## src/rtl/irrigation_zone_controller_if.sv

```systemverilog
// irrigation_zone_controller_if: sensor, command and status bundle of the irrigation zone controller
//   master : drives tick/sensor/command inputs, observes valve and zone status (environment side)
//   slave  : the controller (consumes inputs, drives status outputs)
interface irrigation_zone_controller_if #(
  parameter int NUM_ZONES = 4,
  parameter int WIDTH     = 6
);
  localparam int ZW = $clog2(NUM_ZONES);
  logic                 tick_1hz;
  logic                 flow_pulse_raw;
  logic                 moisture_dry;
  logic                 rain;
  logic                 manual_override;
  logic                 auto_cycle_start;
  logic [ZW-1:0]        user_select_manual;
  logic                 reset_user;
  logic                 quota_wr;
  logic [WIDTH-1:0]     quota_set;
  logic                 valve_on;
  logic [ZW-1:0]        current_zone;
  logic [WIDTH-1:0]     usage_out;
  logic [WIDTH-1:0]     quota_out;
  logic [NUM_ZONES-1:0] quota_exceeded;
  logic                 sequencer_active;
  logic                 flow_boost_on;
  modport master (
    output tick_1hz, flow_pulse_raw, moisture_dry, rain, manual_override, auto_cycle_start,
           user_select_manual, reset_user, quota_wr, quota_set,
    input  valve_on, current_zone, usage_out, quota_out, quota_exceeded, sequencer_active,
           flow_boost_on
  );
  modport slave (
    input  tick_1hz, flow_pulse_raw, moisture_dry, rain, manual_override, auto_cycle_start,
           user_select_manual, reset_user, quota_wr, quota_set,
    output valve_on, current_zone, usage_out, quota_out, quota_exceeded, sequencer_active,
           flow_boost_on
  );
endinterface

```

## src/rtl/irrigation_zone_controller.sv

```systemverilog
// irrigation_zone_controller: debounced flow metering, per-zone usage/quota, auto zone sequencer, valve drive
//   clk, rst_n : clock, asynchronous active-low reset
//   bus        : slave side of irrigation_zone_controller_if (tick, flow, sensors, commands in;
//                valve, zone, usage/quota, exceeded, sequencer and boost status out)
//   PEAK_BOOST_EN (macro): when defined, an hour-of-day counter gates flow_boost_on (hours 10..16);
//                otherwise flow_boost_on is tied low.
module irrigation_zone_controller #(
  parameter int NUM_ZONES       = 4,
  parameter int WIDTH           = 6,
  parameter int QUOTA_DEFAULT   = 40,
  parameter int DEBOUNCE_CYCLES = 8,
  parameter int DWELL_TICKS     = 5,
  parameter int TICKS_PER_HOUR  = 3600
) (
  input logic clk,
  input logic rst_n,
  irrigation_zone_controller_if.slave bus
);
  localparam int ZW  = $clog2(NUM_ZONES);
  localparam int DCW = $clog2(DEBOUNCE_CYCLES) + 1;
  localparam int TW  = $clog2(DWELL_TICKS) + 1;

  if (NUM_ZONES < 2 || QUOTA_DEFAULT >= 2**WIDTH || DEBOUNCE_CYCLES < 1 || DWELL_TICKS < 1 ||
      TICKS_PER_HOUR < 1) begin : g_bad_cfg
    $error("irrigation_zone_controller: invalid parameter set");
  end

  typedef enum logic [1:0] {S_IDLE, S_DWELL, S_ADV} state_t;

  state_t               state_q, state_d;
  logic [ZW-1:0]        ptr_q, ptr_d, zone;
  logic [TW-1:0]        dwell_q, dwell_d;
  logic                 valve_q, valve_d;
  logic                 sync1_q, sync2_q, clean_q, clean_d;
  logic [DCW-1:0]       deb_q, deb_d;
  logic                 deb_done, flow_evt;
  logic [NUM_ZONES-1:0] exceeded;
  logic [WIDTH-1:0]     usage_all [NUM_ZONES];
  logic [WIDTH-1:0]     quota_all [NUM_ZONES];

  // Flow meter: 2-FF synchroniser then a counter of consecutive samples that differ from the
  // accepted level; any sample matching the accepted level restarts the count.
  always_ff @(posedge clk or negedge rst_n) begin
    if (!rst_n) begin
      sync1_q <= 1'b0;
      sync2_q <= 1'b0;
      clean_q <= 1'b0;
      deb_q   <= '0;
    end else begin
      sync1_q <= bus.flow_pulse_raw;
      sync2_q <= sync1_q;
      clean_q <= clean_d;
      deb_q   <= deb_d;
    end
  end

  assign deb_done = (sync2_q != clean_q) && (deb_q == DCW'(DEBOUNCE_CYCLES - 1));
  assign deb_d    = (sync2_q == clean_q || deb_done) ? '0 : deb_q + DCW'(1);
  assign clean_d  = deb_done ? sync2_q : clean_q;
  assign flow_evt = deb_done & sync2_q;

  assign zone = (state_q == S_IDLE) ? bus.user_select_manual : ptr_q;

  for (genvar i = 0; i < NUM_ZONES; i++) begin : g_zone
    logic             sel;
    logic [WIDTH-1:0] usage_q, quota_q;
    assign sel = zone == ZW'(i);
    // Clear beats a coincident count; counting stops at all-ones instead of wrapping.
    always_ff @(posedge clk or negedge rst_n) begin
      if (!rst_n) begin
        usage_q <= '0;
        quota_q <= WIDTH'(QUOTA_DEFAULT);
      end else begin
        if (sel && bus.reset_user) usage_q <= '0;
        else if (sel && flow_evt && valve_q && usage_q != '1) usage_q <= usage_q + WIDTH'(1);
        if (sel && bus.quota_wr) quota_q <= bus.quota_set;
      end
    end
    assign usage_all[i] = usage_q;
    assign quota_all[i] = quota_q;
    assign exceeded[i]  = usage_q >= quota_q;
  end

  always_ff @(posedge clk or negedge rst_n) begin
    if (!rst_n) begin
      state_q <= S_IDLE;
      ptr_q   <= '0;
      dwell_q <= '0;
      valve_q <= 1'b0;
    end else begin
      state_q <= state_d;
      ptr_q   <= ptr_d;
      dwell_q <= dwell_d;
      valve_q <= valve_d;
    end
  end

  // Rain masks every valve condition; the changeover state forces the valve shut for one cycle.
  always_comb begin
    state_d = state_q;
    ptr_d   = ptr_q;
    dwell_d = dwell_q;
    valve_d = 1'b0;
    case (state_q)
      S_IDLE: begin
        valve_d = !bus.rain & (bus.manual_override | (bus.moisture_dry & !exceeded[zone]));
        if (bus.auto_cycle_start && !bus.rain) begin
          state_d = S_DWELL;
          ptr_d   = '0;
          dwell_d = '0;
        end
      end
      S_DWELL: begin
        valve_d = !bus.rain & !exceeded[ptr_q];
        if (bus.rain) state_d = S_IDLE;
        else if (exceeded[ptr_q] || (bus.tick_1hz && dwell_q == TW'(DWELL_TICKS - 1))) state_d = S_ADV;
        else if (bus.tick_1hz) dwell_d = dwell_q + TW'(1);
      end
      S_ADV: begin
        state_d = (ptr_q == ZW'(NUM_ZONES - 1)) ? S_IDLE : S_DWELL;
        ptr_d   = (ptr_q == ZW'(NUM_ZONES - 1)) ? ptr_q : ptr_q + ZW'(1);
        dwell_d = '0;
      end
      default: state_d = S_IDLE;
    endcase
  end

`ifdef PEAK_BOOST_EN
  localparam int HW = $clog2(TICKS_PER_HOUR) + 1;
  logic [HW-1:0] tick_cnt_q;
  logic [4:0]    hour_q;
  logic          boost_q;
  always_ff @(posedge clk or negedge rst_n) begin
    if (!rst_n) begin
      tick_cnt_q <= '0;
      hour_q     <= '0;
      boost_q    <= 1'b0;
    end else begin
      if (bus.tick_1hz) begin
        tick_cnt_q <= (tick_cnt_q == HW'(TICKS_PER_HOUR - 1)) ? '0 : tick_cnt_q + HW'(1);
        if (tick_cnt_q == HW'(TICKS_PER_HOUR - 1)) hour_q <= (hour_q == 5'd23) ? '0 : hour_q + 5'd1;
      end
      boost_q <= valve_d & (hour_q >= 5'd10) & (hour_q <= 5'd16);
    end
  end
  assign bus.flow_boost_on = boost_q;
`else
  assign bus.flow_boost_on = 1'b0;
`endif

  assign bus.valve_on         = valve_q;
  assign bus.current_zone     = zone;
  assign bus.usage_out        = usage_all[zone];
  assign bus.quota_out        = quota_all[zone];
  assign bus.quota_exceeded   = exceeded;
  assign bus.sequencer_active = state_q != S_IDLE;
endmodule
```

## src/flat_wrapper.sv

```systemverilog
// flat-port wrapper written by rule: the top's interface ports become plain ports
module irrigation_zone_controller_flat 
#(
  parameter int NUM_ZONES       = 4,
  parameter int WIDTH           = 6,
  parameter int QUOTA_DEFAULT   = 40,
  parameter int DEBOUNCE_CYCLES = 8,
  parameter int DWELL_TICKS     = 5,
  parameter int TICKS_PER_HOUR  = 3600
)
  (clk, rst_n, bus_tick_1hz, bus_flow_pulse_raw, bus_moisture_dry, bus_rain, bus_manual_override, bus_auto_cycle_start, bus_user_select_manual, bus_reset_user, bus_quota_wr, bus_quota_set, bus_valve_on, bus_current_zone, bus_usage_out, bus_quota_out, bus_quota_exceeded, bus_sequencer_active, bus_flow_boost_on);
  irrigation_zone_controller_if #(.NUM_ZONES(NUM_ZONES), .WIDTH(WIDTH)) bus_i ();
  input logic clk;
  input logic rst_n;
  input wire logic [$bits(bus_i.tick_1hz)-1:0] bus_tick_1hz;
  input wire logic [$bits(bus_i.flow_pulse_raw)-1:0] bus_flow_pulse_raw;
  input wire logic [$bits(bus_i.moisture_dry)-1:0] bus_moisture_dry;
  input wire logic [$bits(bus_i.rain)-1:0] bus_rain;
  input wire logic [$bits(bus_i.manual_override)-1:0] bus_manual_override;
  input wire logic [$bits(bus_i.auto_cycle_start)-1:0] bus_auto_cycle_start;
  input wire logic [$bits(bus_i.user_select_manual)-1:0] bus_user_select_manual;
  input wire logic [$bits(bus_i.reset_user)-1:0] bus_reset_user;
  input wire logic [$bits(bus_i.quota_wr)-1:0] bus_quota_wr;
  input wire logic [$bits(bus_i.quota_set)-1:0] bus_quota_set;
  output wire logic [$bits(bus_i.valve_on)-1:0] bus_valve_on;
  output wire logic [$bits(bus_i.current_zone)-1:0] bus_current_zone;
  output wire logic [$bits(bus_i.usage_out)-1:0] bus_usage_out;
  output wire logic [$bits(bus_i.quota_out)-1:0] bus_quota_out;
  output wire logic [$bits(bus_i.quota_exceeded)-1:0] bus_quota_exceeded;
  output wire logic [$bits(bus_i.sequencer_active)-1:0] bus_sequencer_active;
  output wire logic [$bits(bus_i.flow_boost_on)-1:0] bus_flow_boost_on;
  assign bus_i.tick_1hz = bus_tick_1hz;
  assign bus_i.flow_pulse_raw = bus_flow_pulse_raw;
  assign bus_i.moisture_dry = bus_moisture_dry;
  assign bus_i.rain = bus_rain;
  assign bus_i.manual_override = bus_manual_override;
  assign bus_i.auto_cycle_start = bus_auto_cycle_start;
  assign bus_i.user_select_manual = bus_user_select_manual;
  assign bus_i.reset_user = bus_reset_user;
  assign bus_i.quota_wr = bus_quota_wr;
  assign bus_i.quota_set = bus_quota_set;
  assign bus_valve_on = bus_i.valve_on;
  assign bus_current_zone = bus_i.current_zone;
  assign bus_usage_out = bus_i.usage_out;
  assign bus_quota_out = bus_i.quota_out;
  assign bus_quota_exceeded = bus_i.quota_exceeded;
  assign bus_sequencer_active = bus_i.sequencer_active;
  assign bus_flow_boost_on = bus_i.flow_boost_on;
  irrigation_zone_controller #(.NUM_ZONES(NUM_ZONES), .WIDTH(WIDTH), .QUOTA_DEFAULT(QUOTA_DEFAULT), .DEBOUNCE_CYCLES(DEBOUNCE_CYCLES), .DWELL_TICKS(DWELL_TICKS), .TICKS_PER_HOUR(TICKS_PER_HOUR)) u_core (.clk(clk), .rst_n(rst_n), .bus(bus_i));
endmodule
```

## config.mk

```make
export PLATFORM = sky130hd
export DESIGN_NAME = irrigation_zone_controller_flat
export DESIGN_NICKNAME = d
export VERILOG_FILES = /design/src/rtl/irrigation_zone_controller_if.sv /design/src/rtl/irrigation_zone_controller.sv /design/src/flat_wrapper.sv
export SDC_FILE = /design/constraint.sdc
export NUM_CORES = 1
export LEC_CHECK = 0
export CORE_ASPECT_RATIO = 0.8
export CORE_MARGIN = 2
export CORE_UTILIZATION = 40
export DETAILED_ROUTE_END_ITERATION = 10
export GPL_TIMING_DRIVEN = 1
export MAX_ROUTING_LAYER = met4
export SLEW_MARGIN = 20
export SYNTH_ARGS = -nofsm -noshare
export SYNTH_HDL_FRONTEND = slang
export SYNTH_SLANG_ARGS = --single-unit
```

## constraint.sdc

```tcl
create_clock -name clk -period 4.2 [get_ports clk]
set_input_delay 0.42 -clock clk [delete_from_list [all_inputs] [get_ports clk]]
set_output_delay 0.42 -clock clk [all_outputs]
set_load 0.03 [all_outputs]
```

==> reports/metrics.cfg <==
[setup_path]
cp-end-kind = output pin
worst_path_max_delay_cell = clkdlybuf4s50_1
cp_max_fo = 19
crit_type = reg2out
crit_arrival_ps = 3050
crit_required_ps = 3780
slowest_delay_ps = 710
critPathLaunchType = flip-flop
cp_cell_sequence = nor2_4 > mux2i_1 > buf_4 > clkinv_1 > a31oi_1 > clkdlybuf4s50_1

[sta]
fin_skew_ps = 7.36
rsz0062_at_grt = no
worstMarginPinSlew_ps = 636
fin_setup_tns_ps = 0
slew_violations = 0
setup_violations = 0
finalWorstSetupSlack_ps = 729
post-route-min-period_ps = 3470
fmax_ghz = 0.288
fin_crit_sh_pct = 82.7
finalHoldViolCount = 0
relSlewSlack_pct = 57.6

[floorplanning]
core_sq_um = 9730
die_h_um = 94
fp-row-count = 32
start_util_pct = 41.6
fp.dieW_um = 117
die_area_sq_um = 11000
io_pins = 39

[pwr]
p_leak_uw = 0.00222
ir_worst_vdd_uv = 317
power_density_nw_per_um2 = 563

[clock_tree]
post_cts_buffers = 0
clockRootBuffer = clkbuf_16
postCtsResizedCells = 0
path_clk_slew_ps = 60
holdBufCountCts = 0
clk_path_buf_depth = 2
cts_buffers = 9
h-tree-depth = 3
cts_tree = done
cts.sinks = 64
clock_latency_ps = 330

[global_route]
antenna_found_initial = 0
grt_pass1_wl_mm = 16.6
gr-total-overflow = 0
grt_max_degree = 38
grtUsageTotal_pct = 20.8
grt_pass1_vias = 3216

[job]
timing.max_cap.violations = 0

[synth]
synth.yosys.warnings = 0
synthDominantCellAreaShare_pct = 34.6
synth.largest_area_cell = dfrtp_1
avgSynthCellArea_sq_um = 9.42
ys_seq_area_share_pct = 39.8
synth_edf_count = 0
yosys_register_bits = 64
synth-main-ff-cell = dfrtp_1
synth_cell_types = 61
synth_area_sq_um = 4050
async_flop_share_pct = 100
synthesis.nets = 480
synth.area.top_cells = dfrtp_1, ha_1, mux2_2, nand2_1, dfstp_2
synthCells = 430

[status]
status = finished clean

[final_layout]
final_nets = 518
syn_to_final_growth_pct = 19.4
diodes = 0
final_layout_size_suffix_gt1_share_pct = 13.5

[placement]
dp_slack_ps = 1010
dp_hpwl_mm = 7.63
globalplace.congestion = 0.898
port_buffers = 37

[detailed_routing]
drt_iter0_drc = 160
drc = 0
drtPass1Iterations = 4
via_count = 3218
wl_per_cell_um = 16.6
postRouteAntennaNets = 0
wirelength_mm = 10.1
via_per_inst = 5.28

[min_path]
hold_class = in2async

metrics by stage:
stage          std cells  utilization, %  hold WS (ps)  cell area [sq um]  total power (uW)
6_report             609            49.7           110               4830              2720
5_1_grt              609            49.7           163               4830              2890
4_1_cts              609            49.7           122               4830              2750
3_5_place_dp         593            46.8           336               4550              2020
3_3_place_gp         593            46.8           334               4550              2010
2_1_floorplan        430               -           124               4050              1640
cell families after synthesis:
logic type / Yosys count / share of synthesized area, %
buffers and inverters: 49 / 4.79
multiplexers: 33 / 9.02
adder cells (fa/ha/maj): 32 / 9.89
AO/OA/AOI/OAI: 71 / 12.7
other: 1 / 0.0926
XOR/XNOR: 18 / 3.89
flip-flops: 64 / 39.8
AND/OR/NAND/NOR: 162 / 19.9
final timing paths:
path / cells past startpoint / slack (ps) / end / startpoint
min in group clk: 0 / 340 / u_core.sync2_q / u_core.sync1_q
max in group asynchronous: 2 / 3130 / u_core.g_zone[1].quota_q[3] / rst_n
worst min register to register: 0 / 340 / u_core.sync2_q / u_core.sync1_q
worst min-delay path: 1 / 110 / u_core.g_zone[2].usage_q[2] / rst_n
worst max-delay path: 6 / 730 / bus_usage_out[5] / u_core.state_q[1]
worst max register to register: 8 / 1640 / u_core.dwell_q[1] / u_core.g_zone[0].quota_q[3]
power by group:
part,internal (uW),switching (uW)
Combinational,459,617
Clock,444,263
Sequential,796,143
Total,1700,1020
cells in the final DEF, fill, tap and decap left out, types with 4 or more instances in the layout:
cell type / synthesis / final
a21o_1: 8 / 8
a21oi_1: 13 / 13
a31oi_1: 16 / 16
and3_1: 13 / 13
clkbuf_16: 0 / 9
clkdlybuf4s50_1: 0 / 36
dfrtp_1: 56 / 56
dfstp_2: 8 / 8
ha_1: 32 / 32
inv_1: 34 / 34
mux2_2: 25 / 25
mux2i_1: 7 / 7
nand2_1: 58 / 58
nand2b_1: 4 / 4
nand3_1: 10 / 10
nand4_1: 9 / 9
nor2_1: 39 / 39
o211ai_1: 6 / 6
o21ai_0: 9 / 9
xnor2_1: 8 / 8
xor2_1: 10 / 10
routing by layer:
metal / wire length (um) / global-route usage, % / share of wire (%) / up-vias
met3: 364 / 4.32 / 3.6 / 16
met4: 179 / 7.34 / 1.8 / 0
met1: 4980 / 28.1 / 49 / 1560
li1: - / - / - / 1586
met5: 0 / - / 0 / -
met2: 4580 / 31.0 / 45 / 56
critical path: cells and delay by family, from the launching register on:
family / cells / cell delay, ps
flip-flops: 1 / 500
AND/OR/NAND/NOR: 1 / 270
AO/OA/AOI/OAI: 1 / 360
multiplexers: 1 / 220
buffers and inverters: 3 / 1360
cells in the mapped netlist (9+ instances only):
master and instances:
o21ai_0 9, a21oi_1 13, a31oi_1 16, dfrtp_1 56, and3_1 13, ha_1 32, xor2_1 10, nor2_1 39
nand3_1 10, inv_1 34, mux2_2 25, nand2_1 58, nand4_1 9
cell type report:
class	count	area (sq um)
inverters	36	135
flip-flops and latches	64	1610
well taps	136	170
fillers	935	4890
multi-input cells	317	2240
clock buffers	13	270
clock inverters	3	15.0
repair buffers	40	388
sequential cells by signal, summed over array words and instances, names as in the netlist:
| register | flops |
|---|---|
| u_core.sync1_q | 1 |
| u_core.bus.valve_on | 1 |
| u_core.g_zone.usage_q | 24 |
| u_core.state_q | 2 |
| u_core.ptr_q | 2 |
| u_core.deb_q | 4 |
| u_core.clean_q | 1 |
| u_core.sync2_q | 1 |
| u_core.dwell_q | 4 |
| u_core.g_zone.quota_q | 24 |
Power figures use the tool's default switching activity.
